`config.mk`:
```
export PLATFORM = sky130hd
export DESIGN_NAME = fp_sqrt_arbiter
export DESIGN_NICKNAME = d
export VERILOG_FILES = /design/src/rtl/fp_sqrt_arb_pkg.sv /design/src/rtl/fp_sqrt_arbiter_rr.sv /design/src/rtl/fp_sqrt_arbiter.sv
export SDC_FILE = /design/constraint.sdc
export NUM_CORES = 1
export LEC_CHECK = 0
export CORE_AREA = 5 5 121 123
export CTS_CLUSTER_DIAMETER = 50
export CTS_CLUSTER_SIZE = 12
export DETAILED_ROUTE_END_ITERATION = 6
export DIE_AREA = 0 0 126 128
export GPL_ROUTABILITY_DRIVEN = 0
export PLACE_DENSITY = 0.76
export REMOVE_ABC_BUFFERS = 1
export SLEW_MARGIN = 20
export SYNTH_ARGS = -nofsm -noshare
export SYNTH_HDL_FRONTEND = slang
export SYNTH_HIERARCHICAL = 1
export SYNTH_SLANG_ARGS = --single-unit
```
`constraint.sdc`:
```
create_clock -name clk -period 5.8 [get_ports clk]
set_input_delay 1.16 -clock clk [delete_from_list [all_inputs] [get_ports clk]]
set_output_delay 1.16 -clock clk [all_outputs]
set_load 0.02 [all_outputs]
```
`src/rtl/fp_sqrt_arb_pkg.sv`:
```
// Shared types and helpers for the fp_sqrt arbiter: FSM states, IEEE-754 single
// layout, canned NaN/inf encodings and the special-operand decoder.
package fp_sqrt_arb_pkg;

  localparam int unsigned EXP_W  = 8;
  localparam int unsigned FRAC_W = 23;
  localparam int unsigned FP_W   = 1 + EXP_W + FRAC_W;

  localparam logic [FP_W-1:0] FP_QNAN = 32'h7FC0_0000;
  localparam logic [FP_W-1:0] FP_PINF = 32'h7F80_0000;

  typedef enum logic [1:0] {
    IDLE = 2'd0,
    LOAD = 2'd1,
    RUN  = 2'd2,
    RESP = 2'd3
  } state_e;

  typedef struct packed {
    logic              sign;
    logic [EXP_W-1:0]  exp;
    logic [FRAC_W-1:0] frac;
  } fp32_t;

  typedef struct packed {
    logic  bypass;
    fp32_t result;
  } special_t;

  // Operands whose square root is known without running the unit.
  // A negative denormal is treated as negative nonzero, so it yields NaN.
  function automatic special_t fp_special_decode(input fp32_t x);
    special_t r;
    r.bypass = 1'b1;
    r.result = '0;
    if (x.exp == '0 && x.frac == '0) begin
      r.result = {x.sign, 31'b0};
    end else if (x.exp == '1 && x.frac != '0) begin
      r.result = FP_QNAN;
    end else if (x.sign) begin
      r.result = FP_QNAN;
    end else if (x.exp == '1) begin
      r.result = FP_PINF;
    end else if (x.exp == '0) begin
      r.result = '0;
    end else begin
      r.bypass = 1'b0;
    end
    return r;
  endfunction

endpackage

```
`src/rtl/fp_sqrt_arbiter_rr.sv`:
```
// Combinational round-robin picker: first set request after ptr, wrapping.
module fp_rr_arbiter #(
  parameter int unsigned NREQ = 4
) (
  input  logic [NREQ-1:0]         req,
  input  logic [$clog2(NREQ)-1:0] ptr,
  output logic [NREQ-1:0]         grant_c,
  output logic [$clog2(NREQ)-1:0] idx_c,
  output logic                    any_c
);

  localparam int unsigned IDX_W = $clog2(NREQ);

  logic [IDX_W-1:0] cand;

  always_comb begin
    grant_c = '0;
    idx_c   = '0;
    any_c   = 1'b0;
    cand    = '0;
    for (int unsigned i = 0; i < NREQ; i++) begin
      cand = IDX_W'((32'(ptr) + 32'd1 + i) % NREQ);
      if (!any_c && req[cand]) begin
        any_c       = 1'b1;
        grant_c[cand] = 1'b1;
        idx_c       = cand;
      end
    end
  end

endmodule

```
`src/rtl/fp_sqrt_arbiter.sv`:
```
// Shares one fp_sqrt unit between NREQ requesters, one operation at a time.
// Define FP_SQRT_ARB_SPECIAL_EN to answer special operands without the unit.
module fp_sqrt_arbiter #(
  parameter int unsigned NREQ        = 4,
  parameter int unsigned LOAD_CYCLES = 2,
  parameter int unsigned TIMEOUT     = 256
) (
  input  logic             clk,
  input  logic             reset,
  input  logic [NREQ-1:0]  req_valid,
  output logic [NREQ-1:0]  req_ready,
  input  logic [NREQ*32-1:0] req_data,
  output logic             rsp_valid,
  input  logic             rsp_ready,
  output logic [2:0]       rsp_id,
  output logic [31:0]      rsp_data,
  output logic             rsp_err,
  output logic             sq_reset,
  output logic             sq_sign,
  output logic [7:0]       sq_exp,
  output logic [22:0]      sq_frac,
  input  logic             sq_ready,
  input  logic             sq_o_sign,
  input  logic [7:0]       sq_o_exp,
  input  logic [22:0]      sq_o_frac
);

  import fp_sqrt_arb_pkg::*;

  localparam int unsigned IDX_W = $clog2(NREQ);
  localparam int unsigned LD_W  = $clog2(LOAD_CYCLES + 1);
  localparam int unsigned RUN_W = $clog2(TIMEOUT + 1);

  state_e           state_q, state_d;
  logic [IDX_W-1:0] ptr_q, ptr_d;
  logic [LD_W-1:0]  load_cnt_q, load_cnt_d;
  logic [RUN_W-1:0] run_cnt_q, run_cnt_d;
  logic             rsp_valid_q, rsp_valid_d;
  logic [2:0]       rsp_id_q, rsp_id_d;
  logic [31:0]      rsp_data_q, rsp_data_d;
  logic             rsp_err_q, rsp_err_d;
  logic             sq_reset_q, sq_reset_d;
  fp32_t            sq_op_q, sq_op_d;

  logic [NREQ-1:0]  grant;
  logic [IDX_W-1:0] gnt_idx;
  logic             gnt_any;
  logic [NREQ-1:0]  req_ready_c;
  logic [31:0]      req_word [NREQ];
`ifdef FP_SQRT_ARB_SPECIAL_EN
  special_t         spec;
`endif

  for (genvar g = 0; g < NREQ; g++) begin : g_unpack
    assign req_word[g] = req_data[32*g +: 32];
  end

  fp_rr_arbiter #(.NREQ(NREQ)) u_rr (
    .req     (req_valid),
    .ptr     (ptr_q),
    .grant_c (grant),
    .idx_c   (gnt_idx),
    .any_c   (gnt_any)
  );

  always_ff @(posedge clk) begin
    if (reset) begin
      state_q     <= IDLE;
      ptr_q       <= IDX_W'(NREQ - 1);
      load_cnt_q  <= '0;
      run_cnt_q   <= '0;
      rsp_valid_q <= 1'b0;
      rsp_id_q    <= '0;
      rsp_data_q  <= '0;
      rsp_err_q   <= 1'b0;
      sq_reset_q  <= 1'b1;
      sq_op_q     <= '0;
    end else begin
      state_q     <= state_d;
      ptr_q       <= ptr_d;
      load_cnt_q  <= load_cnt_d;
      run_cnt_q   <= run_cnt_d;
      rsp_valid_q <= rsp_valid_d;
      rsp_id_q    <= rsp_id_d;
      rsp_data_q  <= rsp_data_d;
      rsp_err_q   <= rsp_err_d;
      sq_reset_q  <= sq_reset_d;
      sq_op_q     <= sq_op_d;
    end
  end

  always_comb begin
    state_d     = state_q;
    ptr_d       = ptr_q;
    load_cnt_d  = load_cnt_q;
    run_cnt_d   = run_cnt_q;
    rsp_valid_d = rsp_valid_q;
    rsp_id_d    = rsp_id_q;
    rsp_data_d  = rsp_data_q;
    rsp_err_d   = rsp_err_q;
    sq_op_d     = sq_op_q;
    req_ready_c = '0;
`ifdef FP_SQRT_ARB_SPECIAL_EN
    spec        = fp_special_decode(req_word[gnt_idx]);
`endif

    case (state_q)
      IDLE: begin
        if (gnt_any) begin
          req_ready_c = grant;
          ptr_d       = gnt_idx;
          rsp_id_d    = 3'(gnt_idx);
`ifdef FP_SQRT_ARB_SPECIAL_EN
          if (spec.bypass) begin
            state_d     = RESP;
            rsp_valid_d = 1'b1;
            rsp_data_d  = spec.result;
            rsp_err_d   = 1'b0;
          end else begin
            state_d    = LOAD;
            sq_op_d    = req_word[gnt_idx];
            load_cnt_d = '0;
          end
`else
          state_d    = LOAD;
          sq_op_d    = req_word[gnt_idx];
          load_cnt_d = '0;
`endif
        end
      end
      LOAD: begin
        if (load_cnt_q == LD_W'(LOAD_CYCLES - 1)) begin
          state_d   = RUN;
          run_cnt_d = '0;
        end else begin
          load_cnt_d = load_cnt_q + LD_W'(1);
        end
      end
      RUN: begin
        run_cnt_d = run_cnt_q + RUN_W'(1);
        // The unit's done flag is still stale in the first RUN cycle.
        if (run_cnt_q != '0 && sq_ready) begin
          state_d     = RESP;
          rsp_valid_d = 1'b1;
          rsp_data_d  = {sq_o_sign, sq_o_exp, sq_o_frac};
          rsp_err_d   = 1'b0;
        end else if (run_cnt_q == RUN_W'(TIMEOUT - 1)) begin
          state_d     = RESP;
          rsp_valid_d = 1'b1;
          rsp_data_d  = FP_QNAN;
          rsp_err_d   = 1'b1;
        end
      end
      RESP: begin
        if (rsp_ready) begin
          state_d     = IDLE;
          rsp_valid_d = 1'b0;
        end
      end
      default: state_d = IDLE;
    endcase

    sq_reset_d = (state_d != RUN);
    if (reset) begin
      req_ready_c = '0;
    end
  end

  assign req_ready = req_ready_c;
  assign rsp_valid = rsp_valid_q;
  assign rsp_id    = rsp_id_q;
  assign rsp_data  = rsp_data_q;
  assign rsp_err   = rsp_err_q;
  assign sq_reset  = sq_reset_q;
  assign sq_sign   = sq_op_q.sign;
  assign sq_exp    = sq_op_q.exp;
  assign sq_frac   = sq_op_q.frac;

endmodule

```
==> impl_metrics.csv <==
group,metric,value,unit
status,status,"complete, no violations",
power,powerDensity,389,mW/mm²
detailed_routing,drtIter0Drc,604,
logic_synthesis,ys_types,58,
timing,fin_crit,4.96,ns
layout,final_cell_mix,"clkdlybuf4s50_1, nand2_1, dfxtp_1, nand3_1, a21oi_1",
clock_network,cts_resized,0,
clock_network,post-cts-setup-buffers,0,
global_route,grt-ovfl-total,0,
logic_synthesis,synthXorXnorAreaFrac,0,
critical_path,rrSetupSlack,1.56,ns
logic_synthesis,synth-compound-area-share,0.175,
layout,area_growth,51.7,%
logic_synthesis,yosysSeqAreaShare,0.319,
critical_path,crit_path_max_incr_delay,0.62,ns
power,p_leak,2.88,nW
timing,setup_slack,0.843,ns
critical_path,start_kind,"input pin",
clock_network,clock_path_buffers,2,
global_route,grt_pass1_vias,5757,
critical_path,endpoint_kind,"primary output",
critical_path,cpLargestDelayFamily,"buffers and inverters",
timing,timing.final.crit_share,0.855,
flow_run,cap_violations,0,
die,io_pins,242,
clock_network,postCtsHoldBufs,0,
detailed_routing,drt_pass1_iterations,6,
placement,post-place-ws,0.908,ns
power,report.power.total,3.11,mW
global_route,antenna_found_initial,2,
die,die_x,126,µm
clock_network,htree_num_levels,3,
detailed_routing,detail-route-antenna-nets,0,
clock_network,clock-sinks,84,
detailed_routing,routed_wl,18.7,mm
critical_path,path_max_fanout,9,
logic_synthesis,syn-cell-area,0.00528,mm²
logic_synthesis,avgSynthCellArea,8.71,µm²
logic_synthesis,synthAdderAreaFrac,0.0237,
global_route,grt_pass1_wl,29.5,mm
global_route,grt_util_all_layers,0.224,
layout,drive_gt1_frac,0.0957,
layout,fin_util,0.590,
layout,fin_nets,979,
timing,max_slew_margin,0.305,
clock_network,path_clk_slew,0.06,ns
logic_synthesis,synth_cells,606,
timing,worst_pin_slew,1.04,ns
hold_path,min-delay-path-class,"register to register",
logic_synthesis,async_flop_share,0,
die,fp-row-count,43,
timing,max_freq,202,MHz
detailed_routing,via_count,5698,
die,chipHeight,128,µm
global_route,grt_max_degree,99,
timing,hold_viol,0,
timing,finalMaxSlewViolations,0,
timing,finalSetupTns,0,ns
critical_path,crit_buf_inv,2,
logic_synthesis,ys.flop_type,"dfxtp_1",
layout,layout_commonest_cell,"clkdlybuf4s50_1",
clock_network,cts_tree,"built",
detailed_routing,drc,0,
critical_path,arrival,3.80,ns
placement,dp_hpwl,13.7,mm
logic_synthesis,synth_seq_cells,84,
power,irDropWorstVdd,0.177,mV
logic_synthesis,synth_top_family_by_area,"simple AND/OR/NAND/NOR gates",
clock_network,cts-buffers-inserted,9,
die,die-area,0.0161,mm²
die,start_util,0.389,
critical_path,worstSetupPathType,"input pin to primary output",
detailed_routing,vias_per_cell,5.77,
logic_synthesis,yosys_warnings,6,
timing,fin_skew,0.00641,ns
timing,grt_setup_unrepaired,"no",
critical_path,cp.required,4.64,ns
detailed_routing,route.detailed.wl_per_inst,19.0,µm
clock_network,clk_latency,0.33,ns
critical_path,worstPathCellList,"clkdlybuf4s50_1 > mux2i_1 > or4_4 > a21boi_2 > a221o_2 > and3_1 > clkdlybuf4s50_1",
timing,setup_viol,0,
critical_path,critPathMostFrequentCell,"clkdlybuf4s50_1",
die,coreArea,0.0136,mm²
logic_synthesis,synth_mux_area_frac,0.169,
logic_synthesis,synth_edf_count,0,
critical_path,critical-path-slowest-cell,"clkdlybuf4s50_1",
placement,numPortBuffers,240,
clock_network,clock-root-buffer,"clkbuf_16",
logic_synthesis,yosys.area_share.simple,0.251,
[final cells by class]
type	instances	area, µm²
tap	180	225
clock inverter	1	7.51
clock buffer	14	264
timing repair buffer	249	2470
fill	1218	5550
inverter	9	33.8
sequential	84	1680
antenna	2	5.00
multi-input combinational	448	3320
[path summary, 6_finish.rpt]
| kind | endpoint | cells after the start | start |
|---|---|---|---|
| worst max-delay path | req_ready[1] | 7 | req_valid[3] |
| worst min-delay path | sq_frac[11] | 2 | sq_frac[11] |
| worst max register to register | sq_frac[8] | 10 | ptr_q[0] |
| worst min register to register | sq_frac[11] | 2 | sq_frac[11] |
[stage by stage]
stage | cell area [µm²] | cells | hold WS (ns)
3_3_place_gp | 7730 | 970 | 0.444
4_1_cts | 8000 | 985 | 0.456
3_5_place_dp | 7730 | 970 | 0.447
2_1_floorplan | 4990 | 541 | 0.456
6_report | 8010 | 987 | 0.452
5_1_grt | 8010 | 987 | 0.479
[synthesized netlist by cell type (all sizes together) (10+ instances only)]
master / number / share of area
o211ai: 24 / 0.037
ha: 10 / 0.024
nor3b: 26 / 0.037
mux4: 33 / 0.14
clkbuf: 50 / 0.036
mux2i: 10 / 0.019
o21ai: 22 / 0.021
nor4b: 25 / 0.041
a21oi: 51 / 0.048
a31oi: 24 / 0.028
dfxtp: 84 / 0.32
nand2: 96 / 0.068
nand3: 52 / 0.049
buf: 15 / 0.020
[per-layer routing]
metal	wire length, µm	GRT usage
met1	6860	0.252
met2	9640	0.406
met3	1780	0.0671
met4	448	0.0751
met5	0	0
[where the power goes]
part,internal [mW],switching [mW]
clock network,0.312,0.221
registers,0.748,0.147
logic,0.883,0.800
total,1.94,1.17
[sequential cells by signal (all words and copies together) (netlist names)]
register and flops:
sq_exp 8, sq_frac 23, ptr_q 2, load_cnt_q 2, rsp_valid 1, rsp_data 32
sq_reset 1, rsp_id 2, sq_sign 1, state_q 2, run_cnt_q 9, rsp_err 1
[logic make-up (layout without fill, tap and decap cells)]
group | Yosys count | after routing
buf+inv | 74 | 273
other cells | 1 | 3
mux | 47 | 47
flops | 84 | 84
compound gates | 145 | 145
fa+ha+maj | 10 | 10
simple gates | 245 | 245
[worst register-to-register path: cells and delay by family, from the launching register on]
| family | cells | cell delay [ns] |
|---|---|---|
| DFF | 1 | 0.76 |
| and+or+nand+nor | 2 | 0.37 |
| muxes | 2 | 1.18 |
| buffers and inverters | 2 | 0.71 |
| adders and majority gates | 1 | 0.50 |
| AOI/OAI and AO/OA | 3 | 0.57 |
Power figures use the tool's default switching activity.
